--- config.mk ---
export PLATFORM = sky130hd
export DESIGN_NAME = snake_input_conditioner
export DESIGN_NICKNAME = d
export VERILOG_FILES = /design/src/rtl/snake_pkg.sv /design/src/rtl/snake_key_debounce.sv /design/src/rtl/snake_input_conditioner.sv
export SDC_FILE = /design/constraint.sdc
export NUM_CORES = 1
export LEC_CHECK = 0
export ABC_AREA = 1
export ABC_CLOCK_PERIOD_IN_PS = 1800
export BUFFER_PORTS_ARGS = -buffer_cell sky130_fd_sc_hd__clkbuf_2
export CORE_MARGIN = 2
export CORE_UTILIZATION = 55
export CTS_BUF_LIST = sky130_fd_sc_hd__clkbuf_8
export CTS_CLUSTER_DIAMETER = 50
export DETAILED_ROUTE_END_ITERATION = 6
export PLACE_DENSITY_LB_ADDON = 0.08
export SYNTH_ARGS = -nofsm -noshare
export SYNTH_HDL_FRONTEND = slang
export SYNTH_SLANG_ARGS = --single-unit
--- constraint.sdc ---
create_clock -name clockInp -period 1.8 [get_ports clockInp]
set_input_delay 0.36 -clock clockInp [delete_from_list [all_inputs] [get_ports clockInp]]
set_output_delay 0.36 -clock clockInp [all_outputs]
set_load 0.01 [all_outputs]
--- src/rtl/snake_pkg.sv ---
// Shared constants for the snake game front end: turn encodings, default
// timing parameters, the game's speed range and the tick terminal-count helper.
package snake_pkg;

   localparam logic TURN_RIGHT = 1'b0;
   localparam logic TURN_LEFT  = 1'b1;

   localparam int DEF_DEBOUNCE_CYCLES = 500000;
   localparam int DEF_TICK_UNIT       = 20000;

   localparam int MAX_DELAY = 20;
   localparam int MIN_DELAY = 10;

   // A delay of zero behaves as one unit so the game never stalls.
   function automatic int tick_terminal(input int delay_units, input int unit);
      return ((delay_units < 1) ? 1 : delay_units) * unit - 1;
   endfunction

endpackage

--- src/rtl/snake_key_debounce.sv ---
// One push-button channel: two-flop synchroniser, stability counter,
// debounced level and a one-cycle pulse on each accepted press (1 -> 0).
module snake_key_debounce
   import snake_pkg::*;
#(
   parameter int DEBOUNCE_CYCLES = DEF_DEBOUNCE_CYCLES
) (
   input  logic clockInp,
   input  logic resetInp_n,
   input  logic key_raw,
   output logic key_state,
   output logic press
);

   localparam int CNT_W = (DEBOUNCE_CYCLES > 2) ? $clog2(DEBOUNCE_CYCLES) : 1;
   localparam logic [CNT_W-1:0] CNT_LAST = CNT_W'(DEBOUNCE_CYCLES - 1);

   logic [1:0]       sync_q;
   logic             key_sync;
   logic [CNT_W-1:0] cnt;

   assign key_sync = sync_q[1];

   // NOTE: sequential state uses non-blocking (<=) so every flop samples pre-edge values.
   always_ff @(posedge clockInp or negedge resetInp_n) begin
      if (!resetInp_n) begin
         sync_q    <= 2'b11;
         key_state <= 1'b1;
         cnt       <= '0;
         press     <= 1'b0;
      end else begin
         sync_q <= {sync_q[0], key_raw};
         press  <= 1'b0;
         if (key_sync == key_state) begin
            cnt <= '0;
         end else if (cnt == CNT_LAST) begin
            key_state <= key_sync;
            cnt       <= '0;
            // Only a high-to-low transition of the debounced level is a press.
            press     <= ~key_sync;
         end else begin
            cnt <= cnt + CNT_W'(1);
         end
      end
   end

endmodule

--- src/rtl/snake_input_conditioner.sv ---
// Game-core front end: debounced keys become single held turn requests with a
// valid/ack handshake, plus the move_tick strobe paced by the core's delay.
module snake_input_conditioner
   import snake_pkg::*;
#(
   parameter int DEBOUNCE_CYCLES = DEF_DEBOUNCE_CYCLES,
   parameter int TICK_UNIT       = DEF_TICK_UNIT,
   parameter int DELAY_W         = 5
) (
   input  logic               clockInp,
   input  logic               resetInp_n,
   input  logic [1:0]         KEY,
   input  logic [DELAY_W-1:0] delay,
   output logic               move_tick,
   output logic               turn_valid,
   output logic               turn_dir,
   input  logic               turn_ack,
   output logic [1:0]         key_state
);

   localparam int MAX_COUNT = (2**DELAY_W - 1) * TICK_UNIT;
   localparam int TCNT_W    = $clog2(MAX_COUNT + 1);

   logic [1:0] press;

   for (genvar k = 0; k < 2; k++) begin : g_key
      snake_key_debounce #(
         .DEBOUNCE_CYCLES(DEBOUNCE_CYCLES)
      ) u_debounce (
         .clockInp  (clockInp),
         .resetInp_n(resetInp_n),
         .key_raw   (KEY[k]),
         .key_state (key_state[k]),
         .press     (press[k])
      );
   end

   logic turn_valid_d;
   logic turn_dir_d;
   logic accept;

   // NOTE: every always_comb output gets a default first, so no path infers a latch.
   always_comb begin
      turn_valid_d = turn_valid;
      turn_dir_d   = turn_dir;
      accept       = (press != 2'b00) && (!turn_valid || turn_ack);
      if (accept) begin
         turn_valid_d = 1'b1;
         // Right wins when both keys land in the same cycle.
         turn_dir_d   = press[0] ? TURN_RIGHT : TURN_LEFT;
      end else if (turn_valid && turn_ack) begin
         turn_valid_d = 1'b0;
      end
   end

   always_ff @(posedge clockInp or negedge resetInp_n) begin
      if (!resetInp_n) begin
         turn_valid <= 1'b0;
         turn_dir   <= TURN_RIGHT;
      end else begin
         turn_valid <= turn_valid_d;
         turn_dir   <= turn_dir_d;
      end
   end

   logic [TCNT_W-1:0] tick_cnt;
   logic [TCNT_W-1:0] tick_term;

   assign tick_term = TCNT_W'(tick_terminal(int'(delay), TICK_UNIT));

   // >= rather than == so a lowered delay ends the period at once instead of wrapping.
   always_ff @(posedge clockInp or negedge resetInp_n) begin
      if (!resetInp_n) begin
         tick_cnt  <= '0;
         move_tick <= 1'b0;
      end else if (tick_cnt >= tick_term) begin
         tick_cnt  <= '0;
         move_tick <= 1'b1;
      end else begin
         tick_cnt  <= tick_cnt + TCNT_W'(1);
         move_tick <= 1'b0;
      end
   end

endmodule

Yosys cells after proc, flatten, opt, wreduce, memory -nomap -nowiden
Cells that the tools add are included.
{ "word_totals": {"ff_bits": 69, "output_inout_bits": 5} }
{ "classes": {"addsub": 4, "n_mul": 1, "n_lt_le_gt_ge": 2, "eq_ne": 4, "n_mux": 14, "bitwise_logic": 4, "n_reduce_logical": 8} }
{ "op_table": {"columns": ["operator", "count"], "rows": [
  ["$mux 19", 4],
  ["$add 19x1->19 const B", 2],
  ["$eq 19x19->1 const B", 2],
  ["$add 20x1->20 const B", 1],
  ["$ge 20x20->1", 1],
  ["$mux 20", 1],
  ["$sub 20x1->20 const B", 1],
  ["$mul 5x10->15 const B", 1],
  ["$mux 1", 8],
  ["$lt 5x1->1 const B", 1],
  ["$mux 5", 1],
  ["$not 1->1", 4],
  ["$reduce_and 2->1", 2],
  ["$reduce_bool 2->1", 2],
  ["$eq 1x1->1", 2],
  ["$logic_and 1x1->1", 2],
  ["$logic_not 1->1", 1],
  ["$logic_or 1x1->1", 1]
]} }

Depth between registers and ports, before layout
Gate-level depths: netlist of run 1.
{ "depth": {"ltp_word": 6, "ltp_mapped": 31} }

Modules after synthesis
Synthesis of run 1 repeated with hierarchy kept, for this count alone.
{ "unflattened": {"hier_cells": 677, "area_unflattened_um2": 5162.5} }
{ "by_module_without_submodules": {"columns": ["module", "instances", "cells_each", "area_per_inst_um2", "seq_area_each_um2"], "rows": [
  ["snake_input_conditioner", 1, 377, 2720.1, 575.6],
  ["snake_key_debounce", 2, 150, 1221.2, 579.3]
]} }

Worst setup path before layout of run 1
No wires, ideal clock.
{ "synth_path": {"kind": "in2reg", "from": "input delay[3]", "to": "register tick_cnt[0]", "setup_ps": 124, "arrival_time_ps": 4230, "required_ps": 1676, "path_slack_ps": -2554, "stages": 27, "path_buffers": 1, "path_cell_list": "inv_1 > ha_1 > nand3_1 > nand2_1 > inv_1 > ha_1 > ha_1 > ha_1 > ha_1 > or2_1 > nand3b_1 > nand2_1 > nor2_1 > nand2_2 > nor2_2 > nand2_1 > nand2_1 > inv_1 > ha_1 > nand2_1 > inv_1 > nand3_1 > nor3_1 > nand3_1 > o211ai_2 > buf_2 > nor2_1"} }
{ "synth_via": {"elab_chain_cells": 6} }
{ "synth_rtl": {"columns": ["item", "line_no", "rtl"], "rows": [
  ["start, declared", "snake_input_conditioner.sv:13", "input logic [DELAY_W-1:0] delay,"],
  ["$lt 5x1->1", "snake_pkg.sv:16", "return ((delay_units < 1) ? 1 : delay_units) * unit - 1;"],
  ["$mux 5 (*)", "snake_pkg.sv:16", null],
  ["$mul 5x10->15 (*)", "snake_pkg.sv:16", null],
  ["$sub 20x1->20 (*)", "snake_pkg.sv:16", null],
  ["$ge 20x20->1 (*)", "snake_input_conditioner.sv:76", "end else if (tick_cnt >= tick_term) begin"],
  ["$mux 20 (*)", "snake_input_conditioner.sv:76", null],
  ["end signal, assigned", "snake_input_conditioner.sv:80", "tick_cnt <= tick_cnt + TCNT_W'(1);"],
  ["end, declared", "snake_input_conditioner.sv:66", "logic [TCNT_W-1:0] tick_cnt;"]
]} }
Mark *: on every way between the ends. The rest lies on a longest branch, timed or not.
A chain may end at the register's enable or synchronous reset.

Final worst setup path of run 1
{ "layout_path": {"from": "input delay[3]", "to": "register tick_cnt[19]"} }
The elaborated chain is that of the path after synthesis.

==> metrics.log, run 1 <==
INFO  metric layout_overhead_on_the_synthesized_area = 26.4%
INFO  metric cts_tree = done
INFO  metric top_level_ports = 15
INFO  metric fp.coreArea = 9200 um2
INFO  metric synthMostInstantiatedCell = sky130_fd_sc_hd__nand2_1
INFO  metric mappedNetlistArea = 5160 um2
INFO  metric synth_top_flop_cell = sky130_fd_sc_hd__dfrtp_1
INFO  metric slew_headroom = 73.1%
INFO  metric ir_drop = 0.000458 V
INFO  metric worst_slew_pin_slew = 0.400 ns
INFO  metric global_route_wire_length_before_repair = 20.5 mm
INFO  metric ys_seq_elements = 69
INFO  metric count_of_final_hold_check_violations = 0
INFO  metric arrival = ~4.2 ns
INFO  metric route.detailed.vias_per_inst = 5.34
INFO  metric cts.root.buffer_cell = sky130_fd_sc_hd__clkbuf_8
INFO  metric setup.worst_path.class = input pin to register
INFO  metric crit_path_start = delay[3]
INFO  metric dp_worst_setup_slack = -2.53 ns
INFO  metric cts.path.max_buffers = 2
INFO  metric antenna_found_initial = 0
INFO  metric setup.worst_path.end = tick_cnt[19]
INFO  metric synth_cell_types = 47
INFO  metric postSynthAreaPerCell = 7.64 um2
INFO  metric type_of_the_worst_min_delay_path = input pin to register
INFO  metric r2r_start = tick_cnt[16]
INFO  metric timing.critical_path.slowest_cell_delay = 0.52 ns
INFO  metric number_of_detailed_route_iterations_in_the_first_pass = 4
INFO  metric buffer_ports.inserted = 14
INFO  metric synth_area_leaders = sky130_fd_sc_hd__dfrtp_1 31%, sky130_fd_sc_hd__ha_1 11%, sky130_fd_sc_hd__nand2_1 9.7%
INFO  metric fillCellCount = 739
INFO  metric grt_max_degree = 46
INFO  metric drive_gt1_share = 29.6%
INFO  metric synthCells = ~680
INFO  metric antenna_cells = 0
INFO  metric chipHeight = ~100 um
INFO  metric grt.overflow.total = 0
INFO  metric cap_viol_max_count = 0
INFO  metric row_count = 35
INFO  metric total_power = 4440 uW
INFO  metric outcome = finished with violations
INFO  metric gp_congestion = approximately 0.9
INFO  metric crit_fanout = 6
INFO  metric grt_pass1_vias = 4796
INFO  metric finalWorstSetupSlack = -2.15 ns
INFO  metric yosysSeqAreaShare = 33.6%
INFO  metric synth-edff-count = 0
INFO  metric final_core_utilization = 71.0%
INFO  metric clk-insertion-delay-late = 0.36 ns
INFO  metric post-route-min-period = 3.95 ns
INFO  metric initial_util = roughly 56%
INFO  metric worst_clock_skew = 0.0127 ns
INFO  metric post-synth-top-area-cell = sky130_fd_sc_hd__dfrtp_1
INFO  metric cellLeakagePower = 0.00317 uW
INFO  metric power_per_cell_area = 681 nW/um2
INFO  metric critical-path-slowest-cell = sky130_fd_sc_hd__fa_1
INFO  metric rsz0062_at_grt = true
INFO  metric final-max-slew-violation-count = 0
INFO  metric r2r.worst_path.cells = 9
INFO  metric cts_made_buffers = 9
INFO  metric reg_to_reg_critical_path_endpoint = tick_cnt[19]
INFO  metric clkSlewWorstSetupHoldPaths = 0.08 ns
INFO  metric avgRoutedWirePerCell = between 10 and 15 um
INFO  metric yosys_warnings = 0
INFO  metric setup.reg_to_reg.worst_slack = -0.05 ns
INFO  metric timing.fmax = 253 MHz
INFO  metric clock_h_tree_levels = 3
INFO  metric dp_hpwl = 8.88 mm
INFO  metric crit_top_cell = sky130_fd_sc_hd__inv_2
INFO  metric worst-endpoint-required = 2.05 ns
INFO  metric num-nets-final = 825
INFO  metric drt-total-wl = 12.0 mm
INFO  metric postRouteAntennaNets = 0
INFO  metric timing.critical_path.from_type = input pin
INFO  metric dieArea = 10200 um2
INFO  metric setup_viol = 21
INFO  metric synth_commonest_cells = 134 x sky130_fd_sc_hd__nand2_1, 96 x sky130_fd_sc_hd__inv_1, 91 x sky130_fd_sc_hd__nor2_1
INFO  metric synth_nets = 736
INFO  metric globalRouteTotalUtil = 25.2%
INFO  metric dr.first_iter.drc_count = ~140
INFO  metric cp-end-kind = register
INFO  metric async_flop_share = 100%
INFO  metric failed_checks = negative setup slack
INFO  metric via_count = approximately 4700
INFO  metric synth_top_cell_area_share = 30.5%
INFO  metric clkSinkCount = 69
INFO  metric min_period_over_period = 219%
INFO  metric die_width = 101 um
INFO  metric route.detailed.drc = 0
worst min-delay path by stage:
| stage | end | cells after the start | from | slack, ns |
|---|---|---|---|---|
| global route | g_key[0].u_debounce.sync_q[0] | 1 | KEY[0] | 0.08 |
| detailed placement | g_key[1].u_debounce.cnt[3] | 1 | resetInp_n | 0.29 |
| floorplan | g_key[0].u_debounce.cnt[0] | 0 | resetInp_n | 0.06 |
| finish | g_key[0].u_debounce.sync_q[0] | 1 | KEY[0] | 0.09 |
| CTS | g_key[0].u_debounce.sync_q[0] | 1 | KEY[0] | 0.08 |
| global placement | g_key[1].u_debounce.cnt[3] | 1 | resetInp_n | 0.29 |
worst max-delay path, delay by kind of cell:
| kind | cells | cell delay, ns |
|---|---|---|
| adder cells (fa/ha/maj) | 5 | 1.69 |
| AND/OR/NAND/NOR | 14 | 1.14 |
| buffers and inverters | 9 | 0.71 |
| AO/OA/AOI/OAI | 1 | 0.29 |
metal layers:
metal  wire length, um  vias up  track usage, %
li1                  -     2358               -
met1              5310     2258            29.8
met2              6120       64            45.4
met3               325       24            4.99
met4               238        0            8.42
met5                 0        -               0
where the power goes:
group / total, uW / internal (uW) / switching, uW
Sequential: 1630 / 1590 / 45.9
Combinational: 1390 / 635 / 752
Clock: 1420 / 784 / 641
Total: 4440 / 3010 / 1440
through the flow:
stage / hold slack, ns / instance area [um2] / setup TNS (ns) / instances
6_report: 0.0917 / 6530 / -44.55 / 881
5_1_grt: 0.0826 / 6530 / -48.15 / 881
4_1_cts: 0.0792 / 6330 / -43.82 / 875
3_5_place_dp: 0.287 / 5950 / -52.79 / 854
3_3_place_gp: 0.289 / 5950 / -50.13 / 854
2_1_floorplan: 0.0644 / 5330 / -44.48 / 676
sequential cells by signal, indices dropped and copies added, names as in the netlist:
name,count
g_key.u_debounce.cnt,38
g_key.u_debounce.key_state,2
g_key.u_debounce.press,2
g_key.u_debounce.sync_q,4
move_tick,1
tick_cnt,20
turn_dir,1
turn_valid,1
layout make-up:
class	instances	area [um2]	area share, %
Inverter	102	395	6.05
Tap cell	111	139	2.13
Clock buffer	9	124	1.90
Timing Repair Buffer	84	636	9.73
Multi-Input combinational cell	499	3400	52.1
Sequential cell	69	1730	26.6
Clock inverter	7	97.6	1.49
repair_timing:
item,in CTS,in global routing
endpoints found under the hold margin,12,0
cloned,2,0
resized for setup,33,41
pin swaps,29,25
setup buffers,2,6
hold buffers,1,0
setup endpoints to repair,21,26
kinds of logic (layout without fill, tap and decap cells):
kind of cell,after synthesis,count (layout),share of synthesized area [%]
multiplexers,1,1,0.194
buffers and inverters,108,202,8.04
AO/OA/AOI/OAI,47,47,5.38
adder cells (fa/ha/maj),50,50,12.7
XOR/XNOR,36,36,6.25
flip-flops,69,69,33.6
AND/OR/NAND/NOR,365,365,33.9
cells in the final DEF, fill, tap and decap left out, types with 6 or more instances in the layout:
master | netlist | final
sky130_fd_sc_hd__dfstp_2 | 6 | 6
sky130_fd_sc_hd__a21oi_1 | 22 | 20
sky130_fd_sc_hd__inv_2 | 4 | 13
sky130_fd_sc_hd__o21ai_0 | 10 | 8
sky130_fd_sc_hd__nand2_4 | 2 | 8
sky130_fd_sc_hd__inv_1 | 96 | 83
sky130_fd_sc_hd__nand2_2 | 11 | 19
sky130_fd_sc_hd__ha_1 | 46 | 32
sky130_fd_sc_hd__nand3_1 | 43 | 36
sky130_fd_sc_hd__nor3_1 | 24 | 22
sky130_fd_sc_hd__clkbuf_2 | 0 | 12
sky130_fd_sc_hd__nand4_1 | 24 | 24
sky130_fd_sc_hd__dfrtp_1 | 63 | 63
sky130_fd_sc_hd__clkbuf_8 | 0 | 9
sky130_fd_sc_hd__xnor2_1 | 8 | 8
sky130_fd_sc_hd__buf_4 | 2 | 64
sky130_fd_sc_hd__nor2_2 | 7 | 21
sky130_fd_sc_hd__nand2_1 | 134 | 120
sky130_fd_sc_hd__nor2_1 | 91 | 73
sky130_fd_sc_hd__nor2_4 | 4 | 8
sky130_fd_sc_hd__nand3_2 | 5 | 10
sky130_fd_sc_hd__xor2_1 | 27 | 27
sky130_fd_sc_hd__ha_4 | 0 | 13
No activity file was read; power rests on OpenSTA's default activity.
==> run 2, diff against run 1 <==
--- a/config.mk
+++ b/config.mk
@@ -6,5 +6,4 @@
 export NUM_CORES = 1
 export LEC_CHECK = 0
-export ABC_AREA = 1
 export ABC_CLOCK_PERIOD_IN_PS = 1800
 export BUFFER_PORTS_ARGS = -buffer_cell sky130_fd_sc_hd__clkbuf_2
@@ -14,5 +13,5 @@
 export CTS_CLUSTER_DIAMETER = 50
 export DETAILED_ROUTE_END_ITERATION = 6
-export PLACE_DENSITY_LB_ADDON = 0.08
+export PLACE_DENSITY = 0.71
 export SYNTH_ARGS = -nofsm -noshare
 export SYNTH_HDL_FRONTEND = slang
==> constraint.sdc (replaced) <==
create_clock -name clockInp -period 1.8 [get_ports clockInp]
set_input_delay 0.54 -clock clockInp [delete_from_list [all_inputs] [get_ports clockInp]]
set_output_delay 0.54 -clock clockInp [all_outputs]
set_load 0.01 [all_outputs]
==> run 2 against run 1 <==
The flow still finishes with violations (negative setup slack). Synthesized cell count decreased by 30%. Wire length is 16% lower. Largest cell class unchanged. Global-route usage fell by 2.3 points. Highest routed layer unchanged.
==> metrics.log, run 2 <==
INFO  metric rsz0062_at_grt = true (unchanged)
INFO  metric synth-edff-count = 0 (unchanged)
INFO  metric cts_tree = done (unchanged)
INFO  metric cts.root.buffer_cell = sky130_fd_sc_hd__clkbuf_8 (unchanged)
INFO  metric row_count = 32 (was 35)
INFO  metric dieArea = 8860 um2 (was 10200 um2)
INFO  metric arrival = 4.80 ns (was 4.20 ns)
INFO  metric via_count = 3703 (was 4704)
INFO  metric finalWorstSetupSlack = -2.76 ns (was -2.15 ns)
INFO  metric postSynthAreaPerCell = 9.50 um2 (was 7.64 um2)
INFO  metric min_period_over_period = 253% (was 219%)
INFO  metric timing.critical_path.cells = buf_8 > clkinvlp_4 > ha_4 > nor3b_4 > nand2b_1 > and2_4 > ha_4 > ha_4 > ha_4 > ha_4 > nor2b_4 > o2111a_2 > a2111oi_4 > xor2_2 > xnor2_1 > ha_1 > and3_4 > o2111ai_4 > a31oi_2 > o21ai_1 > a21oi_2 > buf_6 > clkbuf_16 > nor2_2
INFO  metric initial_util = 57.2% (was 56.2%)
INFO  metric synth_area_leaders = sky130_fd_sc_hd__dfrtp_1 35%, sky130_fd_sc_hd__ha_1 13%, sky130_fd_sc_hd__xor2_1 8.0% (was sky130_fd_sc_hd__dfrtp_1 31%, sky130_fd_sc_hd__ha_1 11%, sky130_fd_sc_hd__nand2_1 9.7%)
INFO  metric placed_cell_area = 5420 um2 (was 5950 um2)
INFO  metric num-nets-final = 639 (was 825)
INFO  metric timing.critical_path.from_type = input pin (unchanged)
INFO  metric post-route-cell-area = 5960 um2 (was 6530 um2)
INFO  metric async_flop_share = 100% (unchanged)
INFO  metric synth_cell_types = 54 (was 47)
INFO  metric synthCells = 470 (was 676)
INFO  metric crit_family = adder cells (unchanged)
INFO  metric die_width = 94.1 um (was 101 um)
INFO  metric type_of_the_worst_min_delay_path = input pin to async pin (was input pin to register)
INFO  metric most-common-layout-cells = 88 x sky130_fd_sc_hd__buf_4, 63 x sky130_fd_sc_hd__dfrtp_1, 58 x sky130_fd_sc_hd__nor2_1 (was 120 x sky130_fd_sc_hd__nand2_1, 83 x sky130_fd_sc_hd__inv_1, 73 x sky130_fd_sc_hd__nor2_1)
INFO  metric critical-path-slowest-cell = sky130_fd_sc_hd__a2111oi_4 (was sky130_fd_sc_hd__fa_1)
INFO  metric p_sw_share = 30.7% (was 32.4%)
INFO  metric cap_viol_max_count = 0 (unchanged)
INFO  metric count_of_final_hold_check_violations = 0 (unchanged)
INFO  metric worst_clock_skew = 0.0141 ns (was 0.0127 ns)
INFO  metric synth_commonest_cells = 77 x sky130_fd_sc_hd__nor2_1, 63 x sky130_fd_sc_hd__dfrtp_1, 46 x sky130_fd_sc_hd__ha_1 (was 134 x sky130_fd_sc_hd__nand2_1, 96 x sky130_fd_sc_hd__inv_1, 91 x sky130_fd_sc_hd__nor2_1)
INFO  metric power.share.clock = 30.2% (was 32.1%)
INFO  metric setup.worst_path.class = input pin to register (unchanged)
INFO  metric internal-power = 2910 uW (was 3010 uW)
INFO  metric total_power = 4200 uW (was 4440 uW)
INFO  metric route.detailed.drc = 0 (unchanged)
INFO  metric dp_hpwl = 6.92 mm (was 8.88 mm)
INFO  metric cts_made_buffers = 9 (unchanged)
INFO  metric global_route_wire_length_before_repair = 15.8 mm (was 20.5 mm)
INFO  metric drive_gt1_share = 34.2% (was 29.6%)
INFO  metric clkSlewWorstSetupHoldPaths = 0.08 ns (about the same)
INFO  metric outcome = finished with violations (unchanged)
INFO  metric seq_power_share = 38.2% (was 36.7%)
INFO  metric synth_nets = 530 (was 736)
INFO  metric regMostFlops = g_key.u_debounce.cnt (unchanged)
INFO  metric dr.first_iter.drc_count = 123 (was 135)
INFO  metric ir_drop = 0.000336 V (was 0.000458 V)
INFO  metric fp.coreArea = 7810 um2 (was 9200 um2)
INFO  metric largest_register_ff_count = 38 (unchanged)
INFO  metric failed_checks = negative setup slack (unchanged)
INFO  metric power_per_cell_area = 705 nW/um2 (was 681 nW/um2)
INFO  metric worst-endpoint-required = 2.04 ns (was 2.05 ns)
INFO  metric crit_top_cell = sky130_fd_sc_hd__ha_4 (was sky130_fd_sc_hd__inv_2)
INFO  metric slew_headroom = 72.0% (was 73.1%)
INFO  metric crit_fanout = 5 (was 6)
INFO  metric power_frac_comb = 31.5% (was 31.2%)
INFO  metric grt.overflow.total = 0 (unchanged)
INFO  metric timing.fmax = 219 MHz (was 253 MHz)
INFO  metric clkSinkCount = 69 (unchanged)
INFO  metric layout_overhead_on_the_synthesized_area = 33.4% (was 26.4%)
INFO  metric gp_congestion = 0.813 (was 0.896)
INFO  metric final-max-slew-violation-count = 0 (unchanged)
INFO  metric drt-total-wl = 10.0 mm (was 12.0 mm)
INFO  metric chipHeight = 94.1 um (was 101 um)
INFO  metric number_of_detailed_route_iterations_in_the_first_pass = 4 (unchanged)
INFO  metric grt_max_degree = 70 (was 46)
INFO  metric clock_h_tree_levels = 3 (unchanged)
INFO  metric post-synth-top-area-cell = sky130_fd_sc_hd__dfrtp_1 (unchanged)
INFO  metric setup_viol = 21 (unchanged)
INFO  metric setup-tns-final = -57.41 ns (was -44.55 ns)
INFO  metric mappedNetlistArea = 4470 um2 (was 5160 um2)
INFO  metric cellLeakagePower = 0.00271 uW (was 0.00317 uW)
INFO  metric layout_commonest_cell = sky130_fd_sc_hd__buf_4 (was sky130_fd_sc_hd__nand2_1)
INFO  metric ys_seq_elements = 69 (unchanged)
INFO  metric worst_slew_pin_slew = 0.409 ns (was 0.400 ns)
INFO  metric clk-insertion-delay-late = 0.35 ns (was 0.36 ns)
INFO  metric buffer_ports.inserted = 14 (unchanged)
INFO  metric avgRoutedWirePerCell = 14.6 um (was 13.6 um)
INFO  metric timing.critical_path.slowest_cell_delay = 0.34 ns (was 0.52 ns)
INFO  metric cts_hold_buffers = 0 (was 1)
INFO  metric yosysSeqAreaShare = 38.8% (was 33.6%)
INFO  metric cts.path.max_buffers = 2 (unchanged)
INFO  metric route.detailed.vias_per_inst = 5.40 (was 5.34)
INFO  metric post-route-min-period = 4.56 ns (was 3.95 ns)
INFO  metric globalRouteTotalUtil = 22.9% (was 25.2%)
INFO  metric cp-end-kind = register (unchanged)
INFO  metric layout_top_registers = g_key.u_debounce.cnt: 38 flops, tick_cnt: 20 flops, g_key.u_debounce.sync_q: 4 flops (unchanged)
INFO  metric antenna_cells = 0 (unchanged)
INFO  metric synth_top_flop_cell = sky130_fd_sc_hd__dfrtp_1 (unchanged)
INFO  metric synthMostInstantiatedCell = sky130_fd_sc_hd__nor2_1 (was sky130_fd_sc_hd__nand2_1)
INFO  metric postRouteAntennaNets = 0 (unchanged)
INFO  metric p_sw = 1290 uW (was 1440 uW)
INFO  metric synth_top_cell_area_share = 35.3% (was 30.5%)
INFO  metric yosys_warnings = 0 (unchanged)
INFO  metric critPathBufInv = 4 (was 9)
INFO  metric antenna_found_initial = 0 (unchanged)
INFO  metric grt_pass1_vias = 3721 (was 4796)
INFO  metric top_level_ports = 15 (unchanged)
==> run 2: changes by cell type in the layout (fill, tap and decap cells not counted), moves of 17 or more <==
cell,before,now
sky130_fd_sc_hd__nand2_1,120,36
sky130_fd_sc_hd__inv_1,83,17
sky130_fd_sc_hd__buf_4,64,88
sky130_fd_sc_hd__nand2_2,19,0
sky130_fd_sc_hd__nand3_1,36,19
sky130_fd_sc_hd__nor3_1,22,5
==> run 2: worst paths after layout <==
check	start	end	slack, ns	cells after the start
hold / removal	resetInp_n	g_key[0].u_debounce.cnt[9]	0.18	2
setup reg to reg	tick_cnt[11]	tick_cnt[8]	-0.32	9
max in group asynchronous	resetInp_n	g_key[0].u_debounce.cnt[13]	1.29	2
setup / recovery	delay[3]	tick_cnt[8]	-2.76	24
min in group clockInp	KEY[1]	g_key[1].u_debounce.sync_q[0]	0.26	1
hold reg to reg	g_key[0].u_debounce.sync_q[0]	g_key[0].u_debounce.sync_q[1]	0.36	0
==> run 2: power groups by stage <==
stage / Clock, uW / Sequential (uW) / Combinational, uW
2_1_floorplan: 0 / 1640 / 748
3_3_place_gp: 0 / 1640 / 1140
3_5_place_dp: 0 / 1640 / 1190
4_1_cts: 1290 / 1610 / 1220
5_1_grt: 1360 / 1610 / 1450
6_report: 1270 / 1610 / 1330
==> run 2: layout make-up <==
| type | count | area, um2 |
|---|---|---|
| clock buffer | 9 | 124 |
| clock inverter | 7 | 73.8 |
| fill | 541 | 1850 |
| inverter | 22 | 90.1 |
| multi-input combinational | 368 | 2930 |
| sequential | 69 | 1730 |
| tap | 102 | 128 |
| timing repair buffer | 109 | 880 |
==> run 2: worst reg2reg max path: cells and delay by family, from the launching register on <==
| kind | cells | cell delay, ns |
|---|---|---|
| AO/OA/AOI/OAI | 4 | 0.65 |
| AND/OR/NAND/NOR | 2 | 0.38 |
| flip-flops | 1 | 0.41 |
| adder cells (fa/ha/maj) | 1 | 0.32 |
| buffers and inverters | 2 | 0.31 |
==> run 2: what timing repair did <==
item / CTS / global route
pin swaps: 1 / 28
setup endpoints to repair: 21 / 48
gates resized for setup: 2 / 43
endpoints found under the hold margin: 0 / 0
cloned: 0 / 3
buffers inserted: 1 / 13
==> run 2: routing by layer <==
layer / share of wire [%] / GRT usage, % / vias up
met5: 0 / 0 / -
met4: 2.2 / 7.85 / 0
met3: 3.9 / 7.22 / 26
met2: 53 / 41.7 / 62
met1: 41 / 24.8 / 1797
li1: - / - / 1818
==> run 2: cells by family after synthesis <==
family	synth area share, %
and+or+nand+nor	22.0
xor gates and xnor gates	13.3
AOI/OAI and AO/OA	7.70
DFF	38.8
adders and majority gates	14.7
buffers and inverters	2.97
muxes	0.504
==> run 2: per-stage QoR <==
step / hold WS (ns) / std cells / utilization (%) / worst slack, ns
floorplan: 0.244 / 470 / - / -2.71
global placement: 0.351 / 653 / 69.4 / -2.82
detailed placement: 0.347 / 653 / 69.4 / -2.99
CTS: 0.219 / 670 / 72.1 / -2.60
global route: 0.225 / 686 / 76.3 / -2.94
finish: 0.178 / 686 / 76.3 / -2.76
